<file path="src/rtl/rvfpm_pkg.sv">
// Shared types and constants for the rvfpm coprocessor issue path.
// The entry width fixes the integer operand width carried through the issue buffer.
package rvfpm_pkg;

  localparam int unsigned ENTRY_XLEN = 32;
  localparam int unsigned RD_LSB     = 7;
  localparam int unsigned RD_MSB     = 11;

  typedef struct packed {
    logic [31:0]           instr;
    logic [ENTRY_XLEN-1:0] rs1;
  } issue_entry_t;

  function automatic logic [4:0] rd_of(input logic [31:0] instr);
    return instr[RD_MSB:RD_LSB];
  endfunction

endpackage

</file>
<file path="src/rtl/fpu_issue_fifo.sv">
// Synchronous FIFO with registered full/empty flags; push on full and pop on
// empty are ignored, and there is no bypass from write to read.
module fpu_issue_fifo #(
  parameter int WIDTH = 64,
  parameter int DEPTH = 4
) (
  input  logic             ck,
  input  logic             rst,
  input  logic             push,
  input  logic [WIDTH-1:0] wdata,
  input  logic             pop,
  output logic [WIDTH-1:0] rdata,
  output logic             full,
  output logic             empty
);

  localparam int AW    = $clog2(DEPTH);
  localparam int CNT_W = AW + 1;

  logic [WIDTH-1:0] mem [DEPTH];
  logic [AW-1:0]    wr_ptr, rd_ptr;
  logic [CNT_W-1:0] count, count_next;
  logic             do_push, do_pop;

  assign do_push = push && !full;
  assign do_pop  = pop && !empty;
  assign rdata   = mem[rd_ptr];

  always_comb begin
    // NOTE: default assignment first so no path through this block infers a latch.
    count_next = count;
    case ({do_push, do_pop})
      2'b10:   count_next = count + CNT_W'(1);
      2'b01:   count_next = count - CNT_W'(1);
      default: count_next = count;
    endcase
  end

  always_ff @(posedge ck) begin
    // NOTE: state registers use non-blocking assignments so every flop samples pre-edge values.
    if (!rst) begin
      wr_ptr <= '0;
      rd_ptr <= '0;
      count  <= '0;
      full   <= 1'b0;
      empty  <= 1'b1;
    end else begin
      if (do_push) wr_ptr <= wr_ptr + AW'(1);
      if (do_pop)  rd_ptr <= rd_ptr + AW'(1);
      count <= count_next;
      full  <= (count_next == CNT_W'(DEPTH));
      empty <= (count_next == '0);
    end
  end

  // NOTE: storage is not reset; the pointers and flags alone define which entries are live.
  always_ff @(posedge ck) begin
    if (do_push) mem[wr_ptr] <= wdata;
  end

endmodule

</file>
<file path="src/rtl/fpu_issue_ctrl.sv">
// Core-side issue/result controller: buffers FP instructions, allocates X-interface IDs
// strictly in order, tracks them in flight and returns FPU results as register write-backs.
module fpu_issue_ctrl
  import rvfpm_pkg::*;
#(
  parameter int X_ID_WIDTH = 4,
  parameter int XLEN       = ENTRY_XLEN,
  parameter int FIFO_DEPTH = 4
) (
  input  logic                  ck,
  input  logic                  rst,
  input  logic                  in_valid,
  output logic                  in_ready,
  input  logic [31:0]           in_instr,
  input  logic [XLEN-1:0]       in_rs1,
  output logic                  issue_valid,
  input  logic                  issue_ready,
  output logic [31:0]           issue_instr,
  output logic [X_ID_WIDTH-1:0] issue_id,
  output logic [XLEN-1:0]       issue_rs1,
  input  logic                  result_valid,
  output logic                  result_ready,
  input  logic [X_ID_WIDTH-1:0] result_id,
  input  logic [XLEN-1:0]       result_data,
  output logic                  wb_valid,
  input  logic                  wb_ready,
  output logic [4:0]            wb_rd,
  output logic [X_ID_WIDTH-1:0] wb_id,
  output logic [XLEN-1:0]       wb_data,
  output logic [X_ID_WIDTH:0]   outstanding,
  output logic                  err_bad_id
);

  localparam int NUM_IDS = 1 << X_ID_WIDTH;
  localparam int OUT_W   = X_ID_WIDTH + 1;

  issue_entry_t push_entry, head;
  logic         fifo_full, fifo_empty;

  logic [X_ID_WIDTH-1:0] next_id;
  logic [NUM_IDS-1:0]    inflight, inflight_next;
  logic [4:0]            rd_table [NUM_IDS];

  logic issue_fire, result_fire, retire, bad_result;

  assign push_entry = '{instr: in_instr, rs1: in_rs1};

  fpu_issue_fifo #(
    .WIDTH($bits(issue_entry_t)),
    .DEPTH(FIFO_DEPTH)
  ) u_fifo (
    .ck   (ck),
    .rst  (rst),
    .push (in_valid),
    .wdata(push_entry),
    .pop  (issue_fire),
    .rdata(head),
    .full (fifo_full),
    .empty(fifo_empty)
  );

  assign in_ready = !fifo_full;

  // Allocation never skips ahead: a busy next_id stalls the whole issue stream.
  assign issue_valid = !fifo_empty && !inflight[next_id];
  assign issue_fire  = issue_valid && issue_ready;
  assign issue_id    = next_id;
  assign issue_instr = issue_valid ? head.instr : '0;
  assign issue_rs1   = issue_valid ? head.rs1   : '0;

  assign result_ready = !wb_valid || wb_ready;
  assign result_fire  = result_valid && result_ready;
  assign retire       = result_fire && inflight[result_id];
  assign bad_result   = result_fire && !inflight[result_id];

  // A retiring ID and the allocated ID can never coincide, so set and clear are independent.
  always_comb begin
    inflight_next = inflight;
    if (issue_fire) inflight_next[next_id]   = 1'b1;
    if (retire)     inflight_next[result_id] = 1'b0;
  end

  always_ff @(posedge ck) begin
    if (!rst) begin
      inflight    <= '0;
      next_id     <= '0;
      outstanding <= '0;
      err_bad_id  <= 1'b0;
      wb_valid    <= 1'b0;
      wb_rd       <= '0;
      wb_id       <= '0;
      wb_data     <= '0;
    end else begin
      inflight <= inflight_next;
      if (issue_fire) next_id <= next_id + X_ID_WIDTH'(1);

      case ({issue_fire, retire})
        2'b10:   outstanding <= outstanding + OUT_W'(1);
        2'b01:   outstanding <= outstanding - OUT_W'(1);
        default: outstanding <= outstanding;
      endcase

      if (bad_result) err_bad_id <= 1'b1;

      if (retire) begin
        wb_valid <= 1'b1;
        wb_rd    <= rd_table[result_id];
        wb_id    <= result_id;
        wb_data  <= result_data;
      end else if (wb_ready) begin
        wb_valid <= 1'b0;
      end
    end
  end

  always_ff @(posedge ck) begin
    if (issue_fire) rd_table[next_id] <= rd_of(head.instr);
  end

endmodule

</file>
<file path="config.mk">
export PLATFORM = sky130hd
export DESIGN_NAME = fpu_issue_ctrl
export DESIGN_NICKNAME = d
export VERILOG_FILES = /design/src/rtl/rvfpm_pkg.sv /design/src/rtl/fpu_issue_fifo.sv /design/src/rtl/fpu_issue_ctrl.sv
export SDC_FILE = /design/constraint.sdc
export NUM_CORES = 1
export LEC_CHECK = 0
export BUFFER_PORTS_ARGS = -buffer_cell sky130_fd_sc_hd__buf_2
export CAP_MARGIN = 20
export CORE_ASPECT_RATIO = 0.75
export CORE_MARGIN = 2
export CORE_UTILIZATION = 30
export CTS_BUF_LIST = sky130_fd_sc_hd__clkbuf_4 sky130_fd_sc_hd__clkbuf_8
export DETAILED_ROUTE_END_ITERATION = 6
export PLACE_DENSITY = 0.54
export SYNTH_ARGS = -nofsm -noshare
export SYNTH_HDL_FRONTEND = slang
export SYNTH_SLANG_ARGS = --single-unit
</file>
<file path="constraint.sdc">
create_clock -name ck -period 3.4 [get_ports ck]
set_clock_uncertainty 0.2 [all_clocks]
set_input_delay 0.17 -clock ck [delete_from_list [all_inputs] [get_ports ck]]
set_output_delay 0.17 -clock ck [all_outputs]
set_load 0.1 [all_outputs]
</file>
======== After elaboration in Yosys (flattened, before gate mapping) ========
Memories as Yosys holds them, arrays and structs flattened. A register that Yosys moved wholly into a read port is not among the register bits.
Index checks and enable logic that the tools add are counted.
word-level totals
  bits in registers ....................... 72
  bits in writable memories ............... 336
  output and inout bits ................... 119
  memories kept ........................... 2
memories
  memory      words  width  read ports  clocked after Yosys merged registers in  wr ports  line                  RTL
  u_fifo.mem  4      64     1           1                                        1         fpu_issue_fifo.sv:20  logic [WIDTH-1:0] mem [DEPTH];
  rd_table    16     5      1           1                                        1         fpu_issue_ctrl.sv:42  logic [4:0] rd_table [NUM_IDS];
operators by class
  $add $sub $neg .......................... 7
  order comparisons ....................... 4
  eq/ne operators ......................... 5
  multiplexer cells ....................... 22
  bitwise operators ....................... 3
  reduce and logical (&&, ||, !) cells .... 19
operators with widths
  cell                 count
  $mux 32              2
  $mux 16              2
  $and 16x16->16       1
  $not 16->16          1
  $or 16x16->16        1
  $lt 4x5->1 const B   2
  $mux 1               10
  $pmux 5 s2           1
  $logic_and 1x1->1    9
  $bmux 1 s4           2
  $demux 1 s4          2
  $ge 4x1->1 const B   2
  $logic_not 1->1      6
  $pmux 3 s2           1
  $add 5x1->5 const B  1
  $sub 5x1->5 const B  1
  $add 2x1->2 const B  2
  $add 4x1->4 const B  1
  $eq 2x1->1 const B   2
  $eq 2x2->1 const B   2
  $mux 2               2
  $reduce_bool 2->1    2
  $add 3x1->3 const B  1
  $eq 3x3->1 const B   1
  3 further kinds      3

======== Longest topological paths before layout ========
  word-level depth ........................ 9
  gate-level depth with buffers ........... 14
  depth with buffers taken out ............ 12

======== By module ========
A second synthesis with hierarchy kept.
second synthesis, totals
  cells, all modules ...................... 978
  area total of the unflattened synthesis .. 16623.4 um^2
by module, submodules not included
  module          times used  cells an instance  area an instance (um^2)  seq. area each (um^2)
  fpu_issue_fifo  1           393                9870.7                   7907.6
  fpu_issue_ctrl  1           585                6752.7                   3763.6

======== Worst setup path before layout ========
No wires, ideal clock.
  path type ............................... flip-flop to flip-flop
  from .................................... reg wb_valid
  to ...................................... reg outstanding[4]
  setup time .............................. 70 ps
  data arrival time ....................... 4409 ps
  required time ........................... 3130 ps
  setup slack ............................. -1280 ps
  cell stages (with the launch flop) ...... 14
  buffers on the path ..................... 2
  clock period less this slack ............ 4680 ps
  cell sequence ........................... dfxtp_1 -> nand2b_1 -> nand3_1 -> or2_2 -> clkbuf_1 -> clkbuf_1 -> nand2_1 -> ha_1 -> fa_1 -> a21o_1 -> a21oi_1 -> xor2_1 -> or3_1 -> a21oi_1
between the ends
  word-level cells in the longest chain between the ends .. 6
ends and longest elaborated chain
  element                                                 line                   RTL
  from (decl)                                             fpu_issue_ctrl.sv:25   output logic wb_valid,
  from (signal assigned)                                  fpu_issue_ctrl.sv:89   wb_valid <= 1'b0;
  from (signal assigned)                                  fpu_issue_ctrl.sv:106  wb_valid <= 1'b1;
  from (signal assigned)                                  fpu_issue_ctrl.sv:111  wb_valid <= 1'b0;
  $logic_not 1->1 (*)                                     fpu_issue_ctrl.sv:71   assign result_ready = !wb_valid || wb_ready;
  $logic_or 1x1->1 (*)                                    fpu_issue_ctrl.sv:71
  via result_ready                                        fpu_issue_ctrl.sv:22   output logic result_ready,
  $logic_and 1x1->1 (*)                                   fpu_issue_ctrl.sv:72   assign result_fire = result_valid && result_ready;
  $logic_and 1x1->1 (*)                                   fpu_issue_ctrl.sv:73   assign retire = result_fire && inflight[result_id];
  via retire                                              fpu_issue_ctrl.sv:44   logic issue_fire, result_fire, retire, bad_result;
  $eq 2x1->1 / $eq 2x2->1 (equally long branches)         fpu_issue_ctrl.sv:97   case ({issue_fire, retire})
  $pmux 5 s2 / $reduce_bool 2->1 (equally long branches)  n/a
  to (signal assigned)                                    fpu_issue_ctrl.sv:98   2'b10: outstanding <= outstanding + OUT_W'(1);
  to (signal assigned)                                    fpu_issue_ctrl.sv:99   2'b01: outstanding <= outstanding - OUT_W'(1);
  to (signal assigned)                                    fpu_issue_ctrl.sv:100  default: outstanding <= outstanding;
  to (decl)                                               fpu_issue_ctrl.sv:30   output logic [X_ID_WIDTH:0] outstanding,
The timed path passes the listed nets; every way through them passes the cells marked *.
A chain may end at the register's enable or synchronous reset.

======== Final worst setup path ========
  from .................................... reg next_id[1] (netlist: issue_id[1])
  to ...................................... out issue_instr[29]
between the ends
  word-level cells in the longest chain between the ends .. 5
ends and longest elaborated chain
  element                       line                  RTL
  from (decl)                   fpu_issue_ctrl.sv:40  logic [X_ID_WIDTH-1:0] next_id;
  from (signal assigned)        fpu_issue_ctrl.sv:95  if (issue_fire) next_id <= next_id + X_ID_WIDTH'(1);
  $bmux 1 s4                    fpu_issue_ctrl.sv:65  assign issue_valid = !fifo_empty && !inflight[next_id];
  $mux 1 (implied by the code)  fpu_issue_ctrl.sv:65
  $logic_not 1->1               fpu_issue_ctrl.sv:65
  $logic_and 1x1->1             fpu_issue_ctrl.sv:65
  $mux 32                       fpu_issue_ctrl.sv:68  assign issue_instr = issue_valid ? head.instr : '0;
  to (decl)                     fpu_issue_ctrl.sv:18  output logic [31:0] issue_instr,
No other way between the ends. The select of a mux whose other input is x is not followed.

==> summary.log <==
qor: sta.setup_repair_after_global_routing_missed_its_margin yes
qor: sta.finalWorstPathRequiredPeriod 3.27 ns
qor: route.dr.max_layer_used met5
qor: hold_path.whs_path_depth 2
qor: cts.cts_tree done
qor: finish.layout.filler_cells 5056
qor: status.outcome finished clean
qor: logic_synthesis.synth.ff_latch_count 415
qor: sta.fin_crit_sh 0.962
qor: cts.max-clock-path-buffers 3
qor: finish.fin_util 0.392
qor: route.drc_errors 0
qor: logic_synthesis.synth.top_cell.area_share 0.617
qor: setup_path.critical-path-slowest-cell sky130_fd_sc_hd__mux4_2
qor: sta.final_max_slew_viol_count 0
qor: sta.fmax 306 MHz
qor: grt.maximum_number_of_pins_on_one_net_before_global_route_repair 72
qor: pwr.intPower 0.00963 W
qor: setup_path.timing.critical_path.fanout_max 71
qor: route.met3_length 2490 um
qor: logic_synthesis.synth_seq_area_share 0.713
qor: route.drt_pre_antenna_iters 7
qor: finish.syn_to_final_growth 29.9%
qor: job.drv_cap 0
qor: pwr.clock_power_share 0.304
qor: logic_synthesis.synth.net_count 1077
qor: pwr.p_leak 7.46 nW
qor: hold_path.whs_endpoint u_fifo.mem[3][21]
qor: hold_path.hp_start in_rs1[21]
qor: pwr.switchingPower 0.00549 W
qor: logic_synthesis.yosys-top-cells-area sky130_fd_sc_hd__edfxtp_1 (62%), sky130_fd_sc_hd__mux4_2 (12%), sky130_fd_sc_hd__dfxtp_1 (9.7%)
qor: floorplanning.dieArea 0.0564 mm2
qor: cts.cts_root_buf sky130_fd_sc_hd__clkbuf_8
qor: pwr.seq_power_share 0.401
qor: sta.report.final.setup_viol 0
qor: place.port_buffers 224
qor: logic_synthesis.number_of_distinct_library_cells_after_synthesis 43
qor: setup_path.cp-startpoint issue_id[1]
qor: logic_synthesis.postSynthAreaPerCell 17.1 um2
qor: grt.global_route.usage.total 0.134
qor: sta.worst_slack 0.130 ns
qor: setup_path.setup.worst_path.start_class register
qor: route.vias_per_cell 4.65
qor: route.drtIter0Drc 579
qor: floorplanning.core_area 0.0542 mm2
qor: logic_synthesis.synth_async_sr_flop_share 0
qor: floorplanning.starting_density 0.302
qor: finish.layout.nets 1442
qor: floorplanning.dieHeight 206 um
qor: logic_synthesis.synth_edf_count 336
qor: sta.count_of_endpoints_failing_hold_in_the_final_timing_report 0
qor: setup_path.rr_startpoint issue_id[1]
qor: grt.first_global_vias 9981
qor: pwr.peak_vdd_ir 0.000470 V
qor: setup_path.critical_path_class register to output port
qor: setup_path.regToRegEndpoint outstanding[4]
qor: grt.wire_length_of_the_first_global_routing_pass 57700 um
qor: route.wl_met2 18200 um
qor: route.finalWirelength 38300 um
qor: logic_synthesis.syn_inst 956
qor: pwr.power-per-cell-area 711 mW/mm2
qor: pwr.report.power.total 0.0151 W
qor: cts.clock_latency 0.64 ns
qor: finish.layout-drive-gt1-share 0.360
qor: setup_path.worst_r2r_path_depth 12
qor: setup_path.critPathMaxStageDelay 0.51 ns
qor: floorplanning.number_of_rows_created_at_floorplan 74
qor: cts.htree_num_levels 3
qor: place.placement.setup.worst_slack 0.140 ns
qor: logic_synthesis.synth_area_leader_cell sky130_fd_sc_hd__edfxtp_1
qor: hold_path.holdCritPathClass primary input to register
qor: pwr.share_comb_of_total_power 0.295
qor: route.via_count 9759
qor: route.final_antenna_net_count 0
qor: setup_path.cp_data_required_time 3.03 ns
qor: setup_path.reg2reg_setup_slack 0.14 ns
qor: pwr.swShare 0.363
qor: cts.cts.reportedPaths.clkPinSlew 0.06 ns
qor: setup_path.crit_path_end_kind output port
qor: sta.timing_worst_slew_pin_value 1.00 ns
qor: cts.tritoncts_num_sinks 415
qor: grt.globalRouteOverflowTotal 0
qor: place.dp_hpwl 22800 um
qor: logic_synthesis.synth.cell_area 0.0164 mm2
qor: logic_synthesis.yosys_most_used_dff sky130_fd_sc_hd__edfxtp_1
qor: sta.slew-limit-headroom 0.329
qor: route.route.layer.met1.wl 16700 um
qor: logic_synthesis.yosys_warnings 0
qor: setup_path.cp_cell_sequence mux2_1 -> mux4_2 -> a2bb2oi_4 -> buf_8 -> nor2b_1 -> buf_4
qor: floorplanning.design.portCount 225
qor: cts.cts_inserted_buffers 71
qor: floorplanning.chipWidth 274 um
qor: grt.antenna_found_initial 5
qor: route.drt-wirelength-per-cell 18.3 um
qor: setup_path.crit_arrival 2.90 ns
qor: place.place.gp.congestion 0.778
## worst max-delay path: cells and delay by family, from the launching register on
| kind | cells | cell delay [ns] |
|---|---|---|
| mux | 2 | 0.83 |
| flops | 1 | 0.39 |
| compound gates | 1 | 0.21 |
| simple gates | 1 | 0.20 |
| buf+inv | 2 | 0.57 |
## cells in the mapped netlist, types with 2 or more instances
cell type	instances
sky130_fd_sc_hd__a21o_1	2
sky130_fd_sc_hd__a21oi_1	53
sky130_fd_sc_hd__a22oi_1	11
sky130_fd_sc_hd__and2_1	14
sky130_fd_sc_hd__and3_1	9
sky130_fd_sc_hd__buf_1	4
sky130_fd_sc_hd__buf_2	5
sky130_fd_sc_hd__buf_6	2
sky130_fd_sc_hd__clkbuf_1	50
sky130_fd_sc_hd__dfxtp_1	79
sky130_fd_sc_hd__edfxtp_1	336
sky130_fd_sc_hd__fa_1	2
sky130_fd_sc_hd__ha_1	13
sky130_fd_sc_hd__inv_1	16
sky130_fd_sc_hd__mux2_1	3
sky130_fd_sc_hd__mux2_2	2
sky130_fd_sc_hd__mux2i_1	13
sky130_fd_sc_hd__mux4_2	88
sky130_fd_sc_hd__nand2_1	25
sky130_fd_sc_hd__nand2b_1	5
sky130_fd_sc_hd__nand3_1	45
sky130_fd_sc_hd__nand4_1	3
sky130_fd_sc_hd__nor2_1	17
sky130_fd_sc_hd__nor2b_1	70
sky130_fd_sc_hd__nor3_1	3
sky130_fd_sc_hd__o21ai_0	44
sky130_fd_sc_hd__o221a_2	16
sky130_fd_sc_hd__or2_2	2
sky130_fd_sc_hd__or3_1	4
sky130_fd_sc_hd__xnor2_1	4
sky130_fd_sc_hd__xor2_1	4
## kinds of logic (layout without fill, tap and decap cells)
kind of cell               Yosys count  after routing  share of synthesized area
muxes                              107            107                      0.133
buffers and inverters               77            497                     0.0190
AOI/OAI and AO/OA                  131            131                     0.0495
xor gates and xnor gates             8              8                    0.00428
other                                0              1                          0
and+or+nand+nor                    203            203                     0.0681
DFF                                415            415                      0.713
adders and majority gates           15             15                     0.0124
## sequential cells by signal, summed over array words and instances (netlist names), 3 cells and up, named ones only
| signal | flops |
|---|---|
| issue_id | 4 |
| u_fifo.mem | 256 |
| rd_table | 80 |
| wb_id | 4 |
| inflight | 16 |
| outstanding | 5 |
| wb_rd | 5 |
| wb_data | 32 |
| u_fifo.count | 3 |
## worst max path at each step
stage                       to  slack [ns]  depth (start not counted)
2_1_floorplan  issue_instr[10]       -0.28                          6
5_1_grt           issue_rs1[6]      -0.009                          6
3_5_place_dp      u_fifo.empty        0.14                         13
3_3_place_gp    outstanding[4]        0.15                         12
6_report       issue_instr[29]        0.13                          6
4_1_cts        issue_instr[23]        0.01                          6
## layer usage
layer / vias up / global-route usage
met2: 285 / 0.214
met4: 8 / 0.0412
met5: - / 0
li1: 4493 / -
met3: 79 / 0.0452
met1: 4894 / 0.172
## power groups by stage
stage,Clock [W],Combinational (W),Sequential (W)
after floorplan,0,0.00320,0.00632
after global placement,0,0.00417,0.00616
after detailed placement,0,0.00418,0.00617
after CTS,0.00477,0.00448,0.00607
after global routing,0.00498,0.00469,0.00609
final,0.00459,0.00447,0.00606
## through the flow
stage | hold slack (ns) | instances | setup TNS (ns) | instance area (um2)
final | 0.0793 | 2099 | 0 | 21200
after global routing | 0.0410 | 2099 | -0.0235 | 21200
after CTS | 0.00157 | 2096 | 0 | 21200
after detailed placement | 0.188 | 1860 | 0 | 18500
after global placement | 0.184 | 1860 | 0 | 18500
after floorplan | 0.0689 | 956 | -18.02 | 16400
## timing repair
item / 4_1_cts / 5_1_grt
gates resized for setup: 70 / 15
buffers inserted: 0 / 2
hold buffers: 108 / 0
endpoints found under the hold margin: 321 / 0
pin swaps: 0 / 3
endpoints found under the setup margin: 65 / 28
## cells in the final DEF (no fill, tap or decap), types with 9 or more instances in the layout
cell                            count
sky130_fd_sc_hd__mux4_2            88
sky130_fd_sc_hd__nor2b_1           64
sky130_fd_sc_hd__clkbuf_4          19
sky130_fd_sc_hd__nand2_1           25
sky130_fd_sc_hd__buf_6             14
sky130_fd_sc_hd__mux2i_1           13
sky130_fd_sc_hd__buf_2            160
sky130_fd_sc_hd__o21ai_0           44
sky130_fd_sc_hd__edfxtp_1         336
sky130_fd_sc_hd__a21oi_1           51
sky130_fd_sc_hd__buf_4             63
sky130_fd_sc_hd__inv_1             14
sky130_fd_sc_hd__ha_1              11
sky130_fd_sc_hd__dlygate4sd3_1    108
sky130_fd_sc_hd__clkbuf_8          75
sky130_fd_sc_hd__clkinv_1          15
sky130_fd_sc_hd__and2_1            10
sky130_fd_sc_hd__nor2_1            16
sky130_fd_sc_hd__a22oi_1           11
sky130_fd_sc_hd__nand3_1           45
sky130_fd_sc_hd__dfxtp_1           73
sky130_fd_sc_hd__and3_1             9
sky130_fd_sc_hd__o221a_2           16
## cell type report
class                      instances  area [um2]  area share
tap                              722         903      0.0425
antenna                            1        2.50    0.000118
multi-input combinational        464        4470       0.211
clock inverter                    34         275      0.0130
sequential                       415       11700       0.550
inverter                          16        60.1     0.00283
clock buffer                      94        1170      0.0553
timing repair buffer             353        2670       0.126
No activity file was read; power rests on OpenSTA's default activity.
